===== src/rtl/sevenseg_scan_driver_if.sv =====
// Time fields in, multiplexed 4-digit display drive out.
// The master side is the time source, the slave side is the scan driver.
interface sevenseg_scan_driver_if;
  logic [5:0] min;
  logic [5:0] sec;
  logic       blink;
  logic       blink_sel;
  logic [6:0] seg;
  logic [3:0] an;
  logic       dp;

  modport master (
    output min, sec, blink, blink_sel,
    input  seg, an, dp
  );

  modport slave (
    input  min, sec, blink, blink_sel,
    output seg, an, dp
  );
endinterface


===== src/rtl/sevenseg_scan_driver.sv =====
// Common-anode MM.SS scan driver with a per-frame snapshot.
// It blanks the field being adjusted at a fixed blink rate.
module sevenseg_scan_driver #(
  parameter int unsigned REFRESH_DIV = 100000,
  parameter int unsigned BLINK_HALF  = 25000000
) (
  input logic clk,
  input logic rst_n,
  sevenseg_scan_driver_if.slave bus
);

  localparam int CW = $clog2(REFRESH_DIV);
  localparam int BW = (BLINK_HALF > 1) ? $clog2(BLINK_HALF) : 1;
  localparam logic [CW-1:0] CNT_MAX = CW'(REFRESH_DIV - 1);
  localparam logic [BW-1:0] BLK_MAX = BW'(BLINK_HALF - 1);
  localparam logic [6:0] BLANK = 7'h7F;
  localparam logic [6:0] DASH  = 7'b0111111;

  logic [CW-1:0] cnt_q, cnt_n;
  logic [1:0]    idx_q, idx_n;
  logic [5:0]    smin_q, smin_n;
  logic [5:0]    ssec_q, ssec_n;
  logic [BW-1:0] bcnt_q, bcnt_n;
  logic          off_q, off_n;
  logic [6:0]    seg_q, seg_n;
  logic [3:0]    an_q, an_n;
  logic          dp_q, dp_n;
  logic          wrap;
  logic [5:0]    field;
  logic [3:0]    digit;
  logic          hide;

  function automatic logic [3:0] tens_of(input logic [5:0] v);
    if (v >= 6'd50)      return 4'd5;
    else if (v >= 6'd40) return 4'd4;
    else if (v >= 6'd30) return 4'd3;
    else if (v >= 6'd20) return 4'd2;
    else if (v >= 6'd10) return 4'd1;
    else                 return 4'd0;
  endfunction

  function automatic logic [3:0] ones_of(input logic [5:0] v);
    logic [5:0] base;
    base = 6'd10 * {2'b00, tens_of(v)};
    return 4'(v - base);
  endfunction

  function automatic logic [6:0] pat_of(input logic [3:0] d);
    case (d)
      4'd0:    return 7'b1000000;
      4'd1:    return 7'b1111001;
      4'd2:    return 7'b0100100;
      4'd3:    return 7'b0110000;
      4'd4:    return 7'b0011001;
      4'd5:    return 7'b0010010;
      4'd6:    return 7'b0000010;
      4'd7:    return 7'b1111000;
      4'd8:    return 7'b0000000;
      4'd9:    return 7'b0010000;
      default: return BLANK;
    endcase
  endfunction

  always_comb begin
    wrap   = (cnt_q == CNT_MAX);
    cnt_n  = wrap ? '0 : cnt_q + 1'b1;
    idx_n  = wrap ? idx_q + 2'd1 : idx_q;
    smin_n = smin_q;
    ssec_n = ssec_q;
    if (wrap && idx_q == 2'd3) begin
      smin_n = bus.min;
      ssec_n = bus.sec;
    end
    bcnt_n = '0;
    off_n  = 1'b0;
    if (bus.blink) begin
      bcnt_n = (bcnt_q == BLK_MAX) ? '0 : bcnt_q + 1'b1;
      off_n  = (bcnt_q == BLK_MAX) ? ~off_q : off_q;
    end
    // Outputs are built from next-state values so they line up with the count.
    field = idx_n[1] ? smin_n : ssec_n;
    digit = idx_n[0] ? tens_of(field) : ones_of(field);
    hide  = off_n && (idx_n[1] != bus.blink_sel);
    an_n  = 4'hF;
    seg_n = BLANK;
    dp_n  = 1'b1;
    if (cnt_n != '0) begin
      an_n  = ~(4'b0001 << idx_n);
      dp_n  = (idx_n != 2'd2);
      if (hide)                seg_n = BLANK;
      else if (field >= 6'd60) seg_n = DASH;
      else                     seg_n = pat_of(digit);
    end
  end

  always_ff @(posedge clk or negedge rst_n) begin
    if (!rst_n) begin
      cnt_q  <= '0;
      idx_q  <= '0;
      smin_q <= '0;
      ssec_q <= '0;
      bcnt_q <= '0;
      off_q  <= 1'b0;
      seg_q  <= BLANK;
      an_q   <= 4'hF;
      dp_q   <= 1'b1;
    end else begin
      cnt_q  <= cnt_n;
      idx_q  <= idx_n;
      smin_q <= smin_n;
      ssec_q <= ssec_n;
      bcnt_q <= bcnt_n;
      off_q  <= off_n;
      seg_q  <= seg_n;
      an_q   <= an_n;
      dp_q   <= dp_n;
    end
  end

  assign bus.seg = seg_q;
  assign bus.an  = an_q;
  assign bus.dp  = dp_q;

endmodule


===== src/flat_wrapper.sv =====
// flat-port wrapper written by rule: the top's interface ports become plain ports
module sevenseg_scan_driver_flat 
#(
  parameter int unsigned REFRESH_DIV = 100000,
  parameter int unsigned BLINK_HALF  = 25000000
)
  (clk, rst_n, bus_min, bus_sec, bus_blink, bus_blink_sel, bus_seg, bus_an, bus_dp);
  sevenseg_scan_driver_if bus_i ();
  input logic clk;
  input logic rst_n;
  input wire logic [$bits(bus_i.min)-1:0] bus_min;
  input wire logic [$bits(bus_i.sec)-1:0] bus_sec;
  input wire logic [$bits(bus_i.blink)-1:0] bus_blink;
  input wire logic [$bits(bus_i.blink_sel)-1:0] bus_blink_sel;
  output wire logic [$bits(bus_i.seg)-1:0] bus_seg;
  output wire logic [$bits(bus_i.an)-1:0] bus_an;
  output wire logic [$bits(bus_i.dp)-1:0] bus_dp;
  assign bus_i.min = bus_min;
  assign bus_i.sec = bus_sec;
  assign bus_i.blink = bus_blink;
  assign bus_i.blink_sel = bus_blink_sel;
  assign bus_seg = bus_i.seg;
  assign bus_an = bus_i.an;
  assign bus_dp = bus_i.dp;
  sevenseg_scan_driver #(.REFRESH_DIV(REFRESH_DIV), .BLINK_HALF(BLINK_HALF)) u_core (.clk(clk), .rst_n(rst_n), .bus(bus_i));
endmodule

===== config.mk =====
export PLATFORM = sky130hd
export DESIGN_NAME = sevenseg_scan_driver_flat
export DESIGN_NICKNAME = d
export VERILOG_FILES = /design/src/rtl/sevenseg_scan_driver_if.sv /design/src/rtl/sevenseg_scan_driver.sv /design/src/flat_wrapper.sv
export SDC_FILE = /design/constraint.sdc
export NUM_CORES = 1
export LEC_CHECK = 0
export BUFFER_PORTS_ARGS = -buffer_cell sky130_fd_sc_hd__buf_2
export CAP_MARGIN = 0
export CORE_UTILIZATION = 45
export CTS_CLUSTER_SIZE = 14
export DETAILED_ROUTE_END_ITERATION = 10
export PLACE_DENSITY = 0.65
export SYNTH_ARGS = -nofsm -noshare
export SYNTH_HDL_FRONTEND = slang
export SYNTH_SLANG_ARGS = --single-unit

===== constraint.sdc =====
create_clock -name clk -period 4.95 [get_ports clk]
set_clock_uncertainty 0.15 [all_clocks]
set_input_delay 1.485 -clock clk [delete_from_list [all_inputs] [get_ports clk]]
set_output_delay 1.485 -clock clk [all_outputs]
set_load 0.01 [all_outputs]

==> metrics.yaml, run 1 <==
sta:
  finalCriticalPeriod_ns: 4.746
  fmax_mhz: 210.7
  finalCritPeriodShare_pct: 95.88
  maxSlewHeadroom_pct: 47.66
  setup_viol: 0
  finalMaxSlewViolations: 0
  timing_hold_violations_final: 0
  worstMarginPinSlew_ns: 0.7832
  setup_ws_ns: 0.2037
worst_setup_path:
  crit_chain: "or4bb_1 -> nor4b_4 -> mux2i_2 -> buf_12 -> mux2i_1 -> mux2i_1 -> inv_1 -> maj3_1 -> o21ai_0 -> nand2_1 -> o21ai_0 -> ha_1 -> fa_1 -> nor2_1 -> a21oi_4 -> buf_4 -> mux2i_1 -> o21ai_0"
  cp_slowest_cell: "or4bb_1"
  path_max_fanout: 14
  cp-start-kind: "register"
  path_class: "register to register"
  cp.arrival_ns: 4.85
  endpoint_kind: "register"
  slowest_delay_ns: 0.57
  crit_required_ns: 5.05
job:
  maxCapViolCount: 0
routing:
  drtIter0Drc: 141
  vias: 2611
  ant_nets: 0
  vias_per_cell: 5.232
  route.detailed.drc: 0
  wl_per_cell_um: 13.57
  dr.pass1.iters: 4
  postRouteWirelength_um: 6771
synth:
  syn_avg_cell_area_sq_um: 10.16
  synth_fp_nets: 383
  synthTopCellsByArea: "dfrtp_1 (39%), dfstp_2 (8.0%), nor2_1 (5.6%), xor2_1 (5.6%), mux2i_1 (4.7%)"
  synth-edff-count: 0
  ys.flop_type: "dfrtp_1"
  yosysWarnings: 0
  seq_area_frac_synth_pct: 47.42
  synth.largest_area_cell: "dfrtp_1"
  yosys_register_bits: 68
  synth_area_sq_mm: 0.003617
  synth_async_sr_flop_share_pct: 100.0
  synth_cell_types: 51
  synth_top_area_share_pct: 39.43
  syn_inst: 356
place:
  pre_cts_ws_ns: 0.1419
  portBuffers: 27
  dpl.hpwl_um: 4886
  dpl_cell_area_sq_mm: 0.003902
  place.gp.congestion: 0.8213
cts:
  clockBufferDepth: 2
  holdBufCountCts: 0
  cts_htree_levels: 3
  clk_pin_slew_worst_paths_ns: 0.07
  clk_latency_ns: 0.34
  tritoncts: "built"
  cts-root-buf: "clkbuf_8"
  cts_made_buffers: 9
  cts_sinks: 68
floorplanning:
  start_util_pct: 46.57
  ios: 28
  die_area_sq_mm: 0.008401
  die_w_um: 91.66
  core-area_sq_mm: 0.007767
  num_rows: 32
  fp.dieH_um: 91.66
global_route:
  grtUsageTotal_pct: 17.40
  grt_pass1_wl_um: 11440
  grt_max_degree: 27
  grt_pass1_vias: 2412
  grt.overflow.total: 0
  antenna_found_initial: 0
finish:
  drive_gt1_share_pct: 20.65
  nets: 420
  antenna_cells: 0
  nFillCells: 727
  final_core_util_pct: 52.71
  final_cell_mix: "dfrtp_1 (57), nor2_1 (54), nand2_1 (32)"
  final_area_sq_mm: 0.004094
  final_common_cell: "dfrtp_1"
  syn_to_final_growth_pct: 13.18
run_status:
  status: "complete, no violations"
pwr:
  p_leak_nw: 1.985
  peakVddDrop_mv: 0.1363
  p_total_mw: 0.9859
  power_density_mw_per_mm2: 240.8
min_path:
  hold_class: "register to register"
sequential cells by signal, indices dropped and copies added, names as in the netlist:
signal          count
u_core.bus.seg      7
u_core.off_q        1
u_core.idx_q        2
u_core.ssec_q       6
u_core.smin_q       6
u_core.bcnt_q      25
u_core.bus.an       4
u_core.cnt_q       17
cells by family after synthesis:
logic type | Yosys count | synth area share [%]
AOI/OAI and AO/OA | 29 | 5.189
xor gates and xnor gates | 42 | 10.17
adders and majority gates | 12 | 4.289
buffers and inverters | 17 | 2.006
DFF | 68 | 47.42
muxes | 32 | 9.374
and+or+nand+nor | 156 | 21.55
metrics by stage:
stage,hold WS (ns),instances,setup TNS (ns)
finish,0.3423,499,0
detailed placement,0.3372,482,0
global placement,0.3288,482,0
global route,0.3621,499,-0.04926
floorplan,0.2978,356,0
CTS,0.3466,497,0
layout make-up:
type | instances | area [sq um] | area share [%]
Timing Repair Buffer | 36 | 215.2 | 5.257
Multi-Input combinational cell | 271 | 1841 | 44.96
Clock buffer | 13 | 158.9 | 3.881
Sequential cell | 68 | 1715 | 41.90
Inverter | 7 | 26.28 | 0.6418
Tap cell | 102 | 127.6 | 3.117
Clock inverter | 2 | 10.01 | 0.2445
path summary, 6_finish.rpt:
kind,start,end,slack [ns],cells past startpoint
setup / recovery,u_core.cnt_q[12]$_DFF_PN0_,u_core.bus.seg[3]$_DFF_PN1_,0.20,18
hold reg to reg,u_core.bcnt_q[0]$_DFF_PN0_,u_core.bcnt_q[0]$_DFF_PN0_,0.34,1
setup reg to reg,u_core.cnt_q[12]$_DFF_PN0_,u_core.bus.seg[3]$_DFF_PN1_,0.20,18
hold / removal,u_core.bcnt_q[0]$_DFF_PN0_,u_core.bcnt_q[0]$_DFF_PN0_,0.34,1
max in group asynchronous,rst_n,u_core.bus.an[3]$_DFF_PN1_,2.87,2
min in group asynchronous,rst_n,u_core.bcnt_q[14]$_DFF_PN0_,0.97,1
repair_timing:
item	in CTS	in global routing
resized for setup	0	1
endpoints found under the setup margin	0	2
setup buffers	0	2
worst max-delay path: cells and delay by family, from the launching register on:
kind            cells  cell delay [ns]
buf+inv             3             0.51
compound gates      4             0.53
flops               1             0.44
fa+ha+maj           3             1.05
simple gates        4             1.23
mux                 4             0.75
Yosys cell counts, drive strengths merged, types with 2 or more instances:
cell	instances
nor2	54
or3	4
buf	5
nand3	21
o22ai	3
xnor2	19
nand4	8
nor4	2
a21o	3
xor2	23
a21oi	3
and3	11
mux2i	17
dfstp	11
nand2	33
ha	10
dfrtp	57
clkbuf	5
and2	6
nor3	4
mux2	15
inv	6
o21ai	12
nor2b	2
and4	2
per-layer routing:
metal	track usage, %	vias to the layer above	part of all wire (%)
li1	-	1297	-
met1	24.13	1251	49
met2	26.38	54	45
met3	3.648	9	3.8
met4	7.540	0	1.5
met5	0	-	0
where the power goes:
part	switching, mW	leakage [nW]	internal, mW
Combinational	0.0184	1.00	0.00830
Clock	0.194	0.0893	0.205
Sequential	0.00196	0.894	0.558
Total	0.214	1.99	0.772
No activity file was read; power rests on OpenSTA's default activity.
==> run 2, diff against run 1 <==
- ABC_AREA: default -> 1
- BUFFER_PORTS_ARGS: -buffer_cell sky130_fd_sc_hd__buf_2 -> default
- DONT_BUFFER_PORTS: default -> 1
- PLACE_DENSITY: 0.65 -> default
==> run 2 against run 1 <==
Effect of this change:
- setup slack better by 0.54 ns
- hold slack worse by 0.023 ns
- fmax up 13%
- first-iteration DRC count down 42%
- critical path type unchanged
- critical endpoint is now u_core.bus.seg[6]$_DFF_PN1_
- largest cell class unchanged
==> metrics.yaml, run 2 <==
finish:
  antenna_cells: 0
  nets: 536
  syn_to_final_growth_pct: 9.120
  drive_gt1_share_pct: 14.40
  final_area_sq_mm: 0.004312
  top_register: "u_core.bcnt_q"
  final_cell_mix: "nand2_1 (118), inv_1 (75), dfrtp_1 (57)"
  nFillCells: 828
  final_common_cell: "nand2_1"
  largest_register_ffs: 25
floorplanning:
  die_area_sq_mm: 0.009159
  start_util_pct: 47.37
  core-area_sq_mm: 0.008341
  die_w_um: 95.71
  num_rows: 33
  ios: 28
  fp.dieH_um: 95.71
cts:
  tritoncts: "built"
  cts-root-buf: "clkbuf_8"
  cts_resized: 0
  cts_sinks: 68
  cts_htree_levels: 3
  holdBufCountCts: 0
  post_cts_buffers: 0
  cts_made_buffers: 9
  clk_latency_ns: 0.34
  clk_pin_slew_worst_paths_ns: 0.07
  clockBufferDepth: 2
routing:
  vias_per_cell: 5.053
  wl_per_cell_um: 12.60
  vias: 3128
  ant_nets: 0
  dr.pass1.iters: 4
  route.detailed.drc: 0
  drtIter0Drc: 82
  postRouteWirelength_um: 7800
min_path:
  hold_depth: 1
  hold_class: "register to register"
  whs_endpoint: "u_core.bcnt_q[0]$_DFF_PN0_"
  hp-start: "u_core.bcnt_q[0]$_DFF_PN0_"
synth:
  syn_avg_cell_area_sq_um: 7.840
  yosys_register_bits: 68
  synth.most_common_cell: "nand2_1"
  synth_fp_nets: 531
  synth-edff-count: 0
  yosysWarnings: 0
  synth_cell_types: 40
  yosys-top-cells-count: "nand2_1 (118), inv_1 (75), dfrtp_1 (57), nand3_1 (49), nor2_1 (47)"
  syn_inst: 504
  synth_top_area_share_pct: 36.10
  ys.flop_type: "dfrtp_1"
  synth.largest_area_cell: "dfrtp_1"
  synth_area_sq_mm: 0.003951
  synth_async_sr_flop_share_pct: 100.0
  synthTopCellsByArea: "dfrtp_1 (36%), nand2_1 (11%), dfstp_2 (7.3%), inv_1 (7.1%), nand3_1 (6.2%)"
  seq_area_frac_synth_pct: 43.41
sta:
  fmax_mhz: 237.5
  maxSlewHeadroom_pct: 63.84
  setup_viol: 0
  finalCriticalPeriod_ns: 4.211
  timing_hold_violations_final: 0
  setup_tns_ns: 0
  finalCritPeriodShare_pct: 85.07
  rsz0062_at_grt: "false"
  worstMarginPinSlew_ns: 0.5413
  finalMaxSlewViolations: 0
worst_setup_path:
  cp_slowest_cell: "nor2_2"
  r2r-start: "u_core.cnt_q[0]$_DFF_PN0_"
  path_class: "register to register"
  cp.arrival_ns: 4.34
  r2r_end: "u_core.bus.seg[6]$_DFF_PN1_"
  worstSetupStartpoint: "u_core.cnt_q[0]$_DFF_PN0_"
  rrSetupSlack_ns: 0.74
  cp-start-kind: "register"
  path_max_fanout: 14
  slowest_delay_ns: 0.42
  rr_worst_depth: 25
  cpMostUsedCell: "nand2_1"
  crit_required_ns: 5.08
  endpoint_kind: "register"
pwr:
  power_density_mw_per_mm2: 274.3
  peakVddDrop_mv: 0.1581
  p_leak_nw: 2.063
global_route:
  grt.overflow.total: 0
  antenna_found_initial: 0
  grt_max_degree: 69
  grt_pass1_wl_um: 13720
  grtUsageTotal_pct: 19.57
  grt_pass1_vias: 3104
place:
  dpl.hpwl_um: 5851
  portBuffers: 0
  dpl_cell_area_sq_mm: 0.004039
  place.gp.congestion: 0.8258
run_status:
  status: "complete, no violations"
job:
  maxCapViolCount: 0
==> run 2: how the worst max path moves through the flow <==
stage | end | slack [ns] | cells after the start
5_1_grt | u_core.bus.seg[6]$_DFF_PN1_ | 0.33 | 25
2_1_floorplan | u_core.bus.seg[6]$_DFF_PN1_ | 1.07 | 20
3_3_place_gp | u_core.bus.seg[6]$_DFF_PN1_ | 0.89 | 25
6_report | u_core.bus.seg[6]$_DFF_PN1_ | 0.74 | 25
3_5_place_dp | u_core.bus.seg[6]$_DFF_PN1_ | 0.74 | 25
4_1_cts | u_core.bus.seg[6]$_DFF_PN1_ | 0.69 | 25
==> run 2: final cells by class <==
class	instances	area [sq um]	share of cell area (%)
Clock buffer	10	137.6	3.192
Multi-Input combinational cell	345	1873	43.44
Sequential cell	68	1715	39.79
Inverter	85	319.1	7.400
Tap cell	105	131.4	3.047
Clock inverter	6	135.1	3.134
==> run 2: worst max-delay path: cells and delay by family, from the launching register on <==
kind                       cells  cell delay [ns]
and+or+nand+nor               20             2.68
adders and majority gates      3             0.76
DFF                            1             0.37
buffers and inverters          1             0.10
AOI/OAI and AO/OA              1             0.09
==> run 2: cell families (layout without fill, tap and decap cells) <==
| kind of cell | count (synthesis) | after routing | synth area share [%] |
|---|---|---|---|
| XOR/XNOR | 5 | 5 | 1.583 |
| AND/OR/NAND/NOR | 291 | 291 | 35.81 |
| flip-flops | 68 | 68 | 43.41 |
| AO/OA/AOI/OAI | 38 | 38 | 6.333 |
| adder cells (fa/ha/maj) | 11 | 11 | 3.673 |
| buffers and inverters | 91 | 101 | 9.183 |
==> run 2: through the flow <==
| stage | setup WS (ns) | util (%) | power [mW] | std cells | hold WS (ns) |
|---|---|---|---|---|---|
| floorplan | 1.070 | - | 0.5769 | 504 | 0.2829 |
| global placement | 0.8883 | 48.42 | 0.5787 | 603 | 0.2995 |
| detailed placement | 0.7407 | 48.42 | 0.5792 | 603 | 0.3097 |
| CTS | 0.6939 | 51.70 | 1.203 | 619 | 0.3252 |
| global route | 0.3309 | 51.70 | 1.224 | 619 | 0.3383 |
| finish | 0.7388 | 51.70 | 1.183 | 619 | 0.3196 |
==> run 2: per-layer routing <==
metal,global-route usage (%),vias to the layer above,part of all wire (%),routed length (um)
li1,-,1612,-,-
met1,24.70,1452,47,3684
met2,32.44,51,47,3701
met3,5.213,13,3.9,305
met4,6.716,0,1.4,108
met5,0,-,0,0
==> run 2: report_power, final <==
group	switching (mW)	internal [mW]	total (mW)
logic	0.00624	0.00324	0.00948
registers	0.00128	0.558	0.559
clock network	0.215	0.399	0.614
==> run 3, diff against run 2 <==
==> constraint.sdc (replaced) <==
create_clock -name clk -period 4.95 [get_ports clk]
set_clock_uncertainty 0.15 [all_clocks]
set_input_delay 0.495 -clock clk [delete_from_list [all_inputs] [get_ports clk]]
set_output_delay 0.495 -clock clk [all_outputs]
set_load 0.01 [all_outputs]
==> run 3 against run 2 <==
Effect of this change:
- hold slack worse by 0.20 ns
- die area unchanged
- non-clock buffer count rose by 2
- core utilization rose by 0.060 points
- count of clock-buffer cells in the layout stayed put
- critical path type unchanged
- largest cell class unchanged
- largest power group is now registers
==> metrics.yaml, run 3 (synthesis gave the netlist of run 2 again) <==
run_status:
  status: "complete, no violations"
finish:
  antenna_cells: 0
  final_area_sq_mm: 0.004317
  final_common_cell: "nand2_1"
  final_cell_mix: "nand2_1 (118), inv_1 (75), dfrtp_1 (57)"
  largest_register_ffs: 25
  nets: 538
  top_register: "u_core.bcnt_q"
  drive_gt1_share_pct: 14.34
  syn_to_final_growth_pct: 9.246
  nFillCells: 814
cts:
  tritoncts: "built"
  cts_made_buffers: 9
  clk_latency_ns: 0.34
  cts_resized: 0
  clockBufferDepth: 2
  cts_sinks: 68
  clk_pin_slew_worst_paths_ns: 0.07
  cts-root-buf: "clkbuf_8"
  cts_htree_levels: 3
sta:
  finalCritPeriodShare_pct: 84.76
  fmax_mhz: 238.3
  timing_hold_violations_final: 0
  worstMarginPinSlew_ns: 0.5559
  finalMaxSlewViolations: 0
  maxSlewHeadroom_pct: 62.86
  finalCriticalPeriod_ns: 4.196
  setup_tns_ns: 0
  setup_viol: 0
  rsz0062_at_grt: "false"
min_path:
  hold_class: "primary input to register"
global_route:
  antenna_found_initial: 0
  grt_max_degree: 69
  grt.overflow.total: 0
  grt_pass1_vias: 3093
  grtUsageTotal_pct: 19.45
  grt_pass1_wl_um: 13530
routing:
  wl_per_cell_um: 12.67
  wl_met3_um: 239
  dr_wl_met2_um: 3790
  dr.pass1.iters: 4
  route.detailed.drc: 0
  highest_layer: "met4"
  vias: 3146
  drtIter0Drc: 132
  vias_per_cell: 5.066
  postRouteWirelength_um: 7871
  wirelength_met1_um: 3751
  ant_nets: 0
floorplanning:
  die_w_um: 95.71
  core-area_sq_mm: 0.008341
  die_area_sq_mm: 0.009159
  fp.dieH_um: 95.71
  start_util_pct: 47.37
  num_rows: 33
  ios: 28
place:
  portBuffers: 0
  dpl.hpwl_um: 5858
  dpl_cell_area_sq_mm: 0.004039
  place.gp.congestion: 0.9052
pwr:
  power_density_mw_per_mm2: 262.6
  p_int_mw: 0.8993
  power.net_switching_mw: 0.2344
  peakVddDrop_mv: 0.1159
  switching_share_pct: 20.68
  p_seq_share_pct: 49.3
  clkPwrFrac_pct: 48.7
  pwr-share-comb_pct: 2.0
  p_leak_nw: 2.072
worst_setup_path:
  cp.arrival_ns: 4.32
  rrSetupSlack_ns: 0.75
  cp-start-kind: "register"
  crit_required_ns: 5.07
  path_class: "register to register"
  endpoint_kind: "register"
  path_max_fanout: 14
job:
  maxCapViolCount: 0
run 3: layout make-up:
| class | instances | area, sq um | area share (%) |
|---|---|---|---|
| repair buffers | 2 | 37.54 | 0.8696 |
| clock buffers | 10 | 127.6 | 2.957 |
| inverters | 85 | 319.1 | 7.391 |
| flip-flops and latches | 68 | 1715 | 39.74 |
| multi-input cells | 345 | 1873 | 43.39 |
| well taps | 105 | 131.4 | 3.043 |
| clock inverters | 6 | 112.6 | 2.609 |
run 3: routing by layer:
| metal | GRT usage, % | vias up |
|---|---|---|
| met5 | 0 | - |
| met4 | 8.458 | 0 |
| met3 | 3.239 | 8 |
| met2 | 32.86 | 45 |
| met1 | 24.51 | 1476 |
| li1 | - | 1617 |
run 3: worst max-delay path, cell delays in order, from the launching register on:
cell	delay, ns
dfrtp_1	0.37
ha_1	0.19
nand2_1	0.09
nor2_4	0.19
nand3_2	0.12
nor2_4	0.26
nor2_1	0.10
nor2_2	0.41
nand2_1	0.15
nand2_2	0.16
nand2_2	0.09
nor2_1	0.11
nor2_1	0.05
nand2_2	0.09
nand2_1	0.08
nand2_1	0.07
ha_1	0.17
fa_1	0.41
or2_1	0.26
o21ai_4	0.10
inv_2	0.10
or2_0	0.21
nand2_1	0.06
nand2_1	0.05
nand3_1	0.06
nand2_1	0.05
run 3: power by group through the flow:
stage	Sequential [mW]	Clock [mW]	Combinational, mW
after floorplan	0.569	0	0.00765
after global placement	0.569	0	0.00931
after detailed placement	0.569	0	0.00950
after CTS	0.559	0.568	0.0241
after global routing	0.559	0.589	0.0274
final	0.559	0.552	0.0229
run 3: path summary, 6_finish.rpt:
kind	from	end	cells after the start
setup / recovery	u_core.cnt_q[0]$_DFF_PN0_	u_core.bus.seg[6]$_DFF_PN1_	25
hold / removal	bus_blink	u_core.bcnt_q[4]$_DFF_PN0_	2
setup reg to reg	u_core.cnt_q[0]$_DFF_PN0_	u_core.bus.seg[6]$_DFF_PN1_	25
hold reg to reg	u_core.bcnt_q[0]$_DFF_PN0_	u_core.bcnt_q[0]$_DFF_PN0_	1
max in group asynchronous	rst_n	u_core.bus.an[0]$_DFF_PN1_	2
min in group asynchronous	rst_n	u_core.bcnt_q[6]$_DFF_PN0_	2
run 3: repair_timing:
| action | in CTS | in global routing |
|---|---|---|
| buffers inserted | 0 | 0 |
| endpoints found under the hold margin | 68 | 0 |
| hold buffers | 2 | 0 |
run 3: through the flow:
step	instances	util [%]	hold slack (ns)	setup slack, ns	power (mW)
floorplan	504	-	0.04941	1.452	0.5769
global route	621	51.76	0.09836	0.3278	1.176
finish	621	51.76	0.1230	0.7544	1.134
CTS	621	51.76	0.1050	0.7400	1.151
global placement	603	48.42	0.05195	0.9084	0.5786
detailed placement	603	48.42	0.05147	0.7638	0.5790
